===== src/rtl/expr_seq_pkg.sv =====
// Shared types, operand-bundle layout and a bundle packing helper for expr_eval_sequencer.
package expr_seq_pkg;

  typedef enum logic [1:0] {IDLE, WAIT, RESP} state_t;

  localparam int OPW_DEF  = 60;
  localparam int RESW_DEF = 90;

  // Field widths, identical for the A and B halves
  localparam int W0 = 4;
  localparam int W1 = 5;
  localparam int W2 = 6;
  localparam int W3 = 4;
  localparam int W4 = 5;
  localparam int W5 = 6;
  localparam int HALFW = W0 + W1 + W2 + W3 + W4 + W5;

  // Bit offsets (LSB) within the bundle; a0 occupies the MSBs
  localparam int OFF_B5 = 0;
  localparam int OFF_B4 = OFF_B5 + W5;
  localparam int OFF_B3 = OFF_B4 + W4;
  localparam int OFF_B2 = OFF_B3 + W3;
  localparam int OFF_B1 = OFF_B2 + W2;
  localparam int OFF_B0 = OFF_B1 + W1;
  localparam int OFF_A5 = OFF_B0 + W0;
  localparam int OFF_A4 = OFF_A5 + W5;
  localparam int OFF_A3 = OFF_A4 + W4;
  localparam int OFF_A2 = OFF_A3 + W3;
  localparam int OFF_A1 = OFF_A2 + W2;
  localparam int OFF_A0 = OFF_A1 + W1;

  function automatic logic [OPW_DEF-1:0] pack_ops(
    input logic [W0-1:0] a0, input logic [W1-1:0] a1, input logic [W2-1:0] a2,
    input logic [W3-1:0] a3, input logic [W4-1:0] a4, input logic [W5-1:0] a5,
    input logic [W0-1:0] b0, input logic [W1-1:0] b1, input logic [W2-1:0] b2,
    input logic [W3-1:0] b3, input logic [W4-1:0] b4, input logic [W5-1:0] b5
  );
    return {a0, a1, a2, a3, a4, a5, b0, b1, b2, b3, b4, b5};
  endfunction

endpackage


===== src/rtl/expr_seq_rr_arb.sv =====
// Combinational rotating-priority arbiter: the winner is the first request after 'last'.
module expr_seq_rr_arb #(
  parameter int NREQ = 4
) (
  input  logic [NREQ-1:0]         req,
  input  logic [$clog2(NREQ)-1:0] last,
  output logic [NREQ-1:0]         gnt,
  output logic [$clog2(NREQ)-1:0] gnt_idx
);

  localparam int IW = $clog2(NREQ);

  int unsigned idx;

  // Scan from the farthest candidate back to last+1 so the nearest one wins.
  always_comb begin
    gnt     = '0;
    gnt_idx = '0;
    idx     = 0;
    for (int unsigned k = NREQ; k >= 1; k--) begin
      idx = (int'(last) + k) % NREQ;
      if (req[idx]) begin
        gnt      = '0;
        gnt[idx] = 1'b1;
        gnt_idx  = IW'(idx);
      end
    end
  end

endmodule


===== src/rtl/expr_eval_sequencer.sv =====
// Round-robin sequencer sharing one fixed-latency expression datapath between NREQ requesters.
// Optional EXPR_SEQ_CHECKSUM_EN adds res_checksum, a rotate/XOR signature of accepted responses.
module expr_eval_sequencer
  import expr_seq_pkg::*;
#(
  parameter int NREQ = 4,
  parameter int OPW  = OPW_DEF,
  parameter int RESW = RESW_DEF,
  parameter int LAT  = 1
) (
  input  logic                    clk,
  input  logic                    rst_n,
  input  logic [NREQ-1:0]         req_valid,
  output logic [NREQ-1:0]         req_ready,
  input  logic [NREQ*OPW-1:0]     req_ops,
  output logic [OPW-1:0]          dp_ops,
  input  logic [RESW-1:0]         dp_res,
  output logic                    rsp_valid,
  input  logic                    rsp_ready,
  output logic [$clog2(NREQ)-1:0] rsp_id,
  output logic [RESW-1:0]         rsp_data,
`ifdef EXPR_SEQ_CHECKSUM_EN
  output logic [RESW-1:0]         res_checksum,
`endif
  output logic                    busy,
  output logic [15:0]             issue_count
);

  localparam int IW = $clog2(NREQ);
  localparam int CW = 3;

  state_t          state, state_nxt;
  logic [IW-1:0]   last_grant;
  logic [CW-1:0]   cnt;
  logic [NREQ-1:0] gnt;
  logic [IW-1:0]   gnt_idx;

  expr_seq_rr_arb #(.NREQ(NREQ)) u_arb (
    .req     (req_valid),
    .last    (last_grant),
    .gnt     (gnt),
    .gnt_idx (gnt_idx)
  );

  always_ff @(posedge clk) begin
    if (!rst_n) state <= IDLE;
    else        state <= state_nxt;
  end

  always_comb begin
    state_nxt = state;
    req_ready = '0;
    case (state)
      IDLE: begin
        req_ready = gnt;
        if (|req_valid) state_nxt = WAIT;
      end
      WAIT:    if (cnt == '0) state_nxt = RESP;
      RESP:    if (rsp_ready) state_nxt = IDLE;
      default: state_nxt = IDLE;
    endcase
  end

  always_ff @(posedge clk) begin
    if (!rst_n) begin
      dp_ops      <= '0;
      rsp_valid   <= 1'b0;
      rsp_id      <= '0;
      rsp_data    <= '0;
      issue_count <= '0;
      cnt         <= '0;
      last_grant  <= IW'(NREQ - 1);
    end else begin
      case (state)
        IDLE: if (|req_valid) begin
          dp_ops      <= req_ops[gnt_idx*OPW +: OPW];
          rsp_id      <= gnt_idx;
          last_grant  <= gnt_idx;
          issue_count <= issue_count + 16'd1;
          cnt         <= CW'(LAT - 1);
        end
        WAIT: begin
          if (cnt == '0) begin
            rsp_data  <= dp_res;
            rsp_valid <= 1'b1;
          end else begin
            cnt <= cnt - 1'b1;
          end
        end
        RESP: if (rsp_ready) rsp_valid <= 1'b0;
        default: ;
      endcase
    end
  end

`ifdef EXPR_SEQ_CHECKSUM_EN
  always_ff @(posedge clk) begin
    if (!rst_n) res_checksum <= '0;
    else if (rsp_valid && rsp_ready)
      res_checksum <= {res_checksum[RESW-2:0], res_checksum[RESW-1]} ^ rsp_data;
  end
`endif

  assign busy = (state != IDLE);

endmodule


===== config.mk =====
export PLATFORM = sky130hd
export DESIGN_NAME = expr_eval_sequencer
export DESIGN_NICKNAME = d
export VERILOG_FILES = /design/src/rtl/expr_seq_pkg.sv /design/src/rtl/expr_seq_rr_arb.sv /design/src/rtl/expr_eval_sequencer.sv
export SDC_FILE = /design/constraint.sdc
export NUM_CORES = 1
export LEC_CHECK = 0
export ABC_CLOCK_PERIOD_IN_PS = 2900
export BUFFER_PORTS_ARGS = -buffer_cell sky130_fd_sc_hd__buf_4
export CAP_MARGIN = 20
export CORE_AREA = 2 2 199 201
export DETAILED_ROUTE_END_ITERATION = 7
export DIE_AREA = 0 0 201 203
export PLACE_DENSITY_LB_ADDON = 0.12
export SLEW_MARGIN = 20
export SYNTH_ARGS = -nofsm -noshare
export SYNTH_HDL_FRONTEND = slang
export SYNTH_SLANG_ARGS = --single-unit

===== constraint.sdc =====
create_clock -name clk -period 2.9 [get_ports clk]
set_clock_uncertainty 0.05 [all_clocks]
set_input_delay 0.145 -clock clk [delete_from_list [all_inputs] [get_ports clk]]
set_output_delay 0.145 -clock clk [all_outputs]
set_load 0.05 [all_outputs]

==> summary by stage <==
Die
The region available for standard cell placement spans 38500 sq um. The die covers 40800 sq um. The floorplan die height is 203 microns. The row count is 72.

The initial core utilization is 22.1%. Pin placement for this block handled 511 I/O pins. The horizontal extent of the die is 201 microns.

Pwr
IR analysis of the VDD net gives a maximum drop of 0.396 mV. The leakage power figure is 7.28 nW. Power spread over the standard cell area amounts to 638 nW/um^2.

Placement
The count of input and output buffers is 510. The total cell area at the placement stage is 12900 sq um. The half-perimeter wire length after detailed placement is 27.3 mm. The placed instance count is 1941. The congestion estimate from routability-driven global placement came to 0.816. Before CTS, the worst setup slack after placement is 0.123 ns.

Synthesis
The synthesized design contains 176 register bits. The synthesized netlist net count is 1310. Sequential cells were found to cover 41.4% of the synthesized design area. The synthesized netlist devotes 1.13% of its cell area to XOR and XNOR gates. In this run the cell area of the synthesized design comes to 8500 sq um.

By area the synthesized netlist is led by dfxtp_1, mux2i_1, nand2_1. Summing the areas of all fa, ha and maj instances in the mapped netlist gives 1.32% of the synthesized area. After technology mapping, the gate count stands at 964. The share of the synthesized area in the top cell type is 41.4%. The cell taking the most area after synthesis is dfxtp_1.

After Yosys synthesis, and, or, nand and nor cells account for 14.7% of the synthesized area. Among all flip-flop cells after synthesis, the most frequent one is dfxtp_1. The number of synthesized flops with an enable pin is 0.

The mean instance size in the synthesized netlist is 8.82 sq um. During synthesis, Yosys emitted a total of 0 warnings. The count of different cell masters after synthesis is 47. The portion of netlist area occupied by mux cells is 16.8%. The async set-or-reset flop fraction in the synthesized netlist is 0%. By area, the combinational part of the netlist is dominated by compound AO/OA/AOI/OAI gates.

The synthesized netlist devotes 19.3% of its cell area to compound gates.

CTS
The number of levels the H-tree was split into is 4. The number of clock buffers added by TritonCTS is 17. At the later pin of the worst-skew pair, clock insertion delay measures 0.44 ns. The maximum buffer depth of the clock tree is 2.

The buffer cell driving the clock tree root is clkbuf_16. TritonCTS built the clock tree. The clock sink count is 176.

The clock-pin slew on the worst setup and hold paths is 0.07 ns.

Finish
The most common cell after layout, fill and taps aside is buf_4. The combined area of the multi-input logic cells is 4590 sq um. The final net count is 2103. From synthesis to final layout, the design area changed by 96.2%. The number of fill cells in the layout is 3737.

The finished layout holds 2292 standard cells, fillers aside. In the final layout, the share of cells above drive strength 1 is 35.6%. Leaving out fill and tap cells, the most frequent cells in the layout are buf_4, dlygate4sd3_1, nand2_1. The final instance area is 16700 sq um. The area taken by flip-flops and latches is 3520 sq um.

STA
The portion of the clock cycle consumed by the worst path in the final layout is 96.5%. Static timing analysis puts the maximum clock frequency at 358 MHz. The worst path needs 2.80 ns of the cycle, external delays included. The final worst slack is 0.103 ns. For the pin with the worst max-slew slack, the measured transition is 0.784 ns. The tightest slew margin relative to the limit is 47.4%. Setup violations remaining at the end of the flow were counted as 0. The final count of hold timing violations was 0. The final number of max-transition violations is 0. Setup repair after global routing could not meet its margin everywhere.

The minimum hold slack is 0.0299 ns.

Critical path
STA classifies the critical path endpoint as a flip-flop. Of all nets on the critical path, the largest fanout is 30. The critical path required time is 3.15 ns. The critical path class is flip-flop to flip-flop.

STA classifies the critical path startpoint as a flip-flop. At the worst endpoint, the arrival time is 3.05 ns.

GRT
The wire length of the first global-routing pass is 59.5 mm. Summed over all layers, the global routing overflow is 0. The number of global-route vias before repair is 10600.

The overall track demand over capacity in global routing is 18.6%. Entering global routing, the biggest net connects 93 pins. The initial antenna violation count came to 4.

Min path
The min-delay analysis places its worst path in the category primary input to flip-flop.

Run status
The flow ran to the end, and the final reports show no timing, DRC or antenna violations.

Detailed routing
The number of vias per cell after detailed routing is 4.45. Once detail routing completed, the nets flagged for antenna violations numbered 0. The number of remaining DRC errors is 0. Detailed routing inserted a total of 10200 vias.

The routed wirelength normalized by instance count is 17.0 microns. After detailed routing, the total wire length is 39.0 mm. The violation count after the first detailed-route iteration is 403.

The first detailed-routing pass ran for 5 iterations.

Job
The max-cap violation count is 0.
==> worst max-delay path, stage by stage (launching register included) <==
cell and delay, ns:
dfxtp_1 0.36, buf_6 0.29, mux2_1 0.37, o22a_1 0.22
o22ai_4 0.22, buf_12 0.23, mux2i_1 0.22, dlygate4sd3_1 0.57
o221ai_1 0.12
==> routing by layer <==
layer / routed length, microns / share of wire (%) / global-route usage (%) / vias up
met5: 0 / 0 / 0 / -
met4: 1260 / 3.2 / 8.39 / 0
met3: 2580 / 6.6 / 4.86 / 62
met2: 19400 / 50 / 33.0 / 406
met1: 15800 / 40 / 20.9 / 4699
li1: - / - / - / 5042
==> sequential cells by signal, summed over array words and instances, names as in the netlist <==
signal / cells
dp_ops: 60
last_grant: 2
rsp_valid: 1
cnt: 3
rsp_data: 90
issue_count: 16
state: 2
rsp_id: 2
==> area by class of cell <==
type,count,area share (%)
Tap cell,518,3.89
Clock buffer,20,2.68
Sequential cell,176,21.1
Timing Repair Buffer,853,43.7
Clock inverter,12,0.885
Multi-Input combinational cell,701,27.5
Antenna cell,4,0.0600
Inverter,8,0.188
==> repair_timing <==
action	4_1_cts	5_1_grt
endpoints found under the hold margin	152	0
hold buffers	315	0
buffers inserted	0	0
gates resized for setup	3	2
endpoints found under the setup margin	4	24
==> cell families (layout without fill, tap and decap cells) <==
family	Yosys count	after routing
AND/OR/NAND/NOR	293	293
flip-flops	176	176
adder cells (fa/ha/maj)	9	9
multiplexers	137	137
XOR/XNOR	11	11
AO/OA/AOI/OAI	251	251
buffers and inverters	87	893
other	0	4
==> through the flow <==
stage | utilization, % | power, mW | setup TNS (ns)
after global routing | 43.4 | 11.2 | -0.855
after global placement | 33.6 | 7.88 | 0
after detailed placement | 33.6 | 7.89 | 0
final | 43.4 | 10.6 | 0
after CTS | 43.3 | 10.8 | 0
after floorplan | - | 6.29 | 0
==> power by group <==
part / leakage, nW / internal (mW) / switching (mW)
clock: 0.284 / 1.31 / 1.08
sequential: 1.44 / 2.79 / 0.217
combinational: 5.55 / 2.15 / 3.07
total: 7.28 / 6.26 / 4.38
==> cell usage after synthesis (5+ instances only) <==
cell type	count
clkbuf_1	45
buf_4	12
inv_1	5
o21ai_0	11
mux2_2	22
o21ai_1	22
a21oi_1	101
xor2_1	8
a2bb2oi_1	23
buf_6	8
o22ai_1	22
buf_2	13
ha_1	9
or3_1	7
dfxtp_1	176
nand2_1	191
o221ai_1	39
o21ai_2	20
mux2i_1	109
nor2_1	19
nand3_1	53
==> final timing paths <==
check        cells after the start                         to                       start  slack [ns]
min reg2reg                      2  rsp_data[88]$_SDFFE_PN0P_   rsp_data[88]$_SDFFE_PN0P_        0.40
min                              3    dp_ops[58]$_SDFFE_PN0P_                req_ops[238]        0.03
max                              8    dp_ops[33]$_SDFFE_PN0P_  last_grant[0]$_SDFFE_PN1P_        0.10
max reg2reg                      8    dp_ops[33]$_SDFFE_PN0P_  last_grant[0]$_SDFFE_PN1P_        0.10
Power figures use the tool's default switching activity.
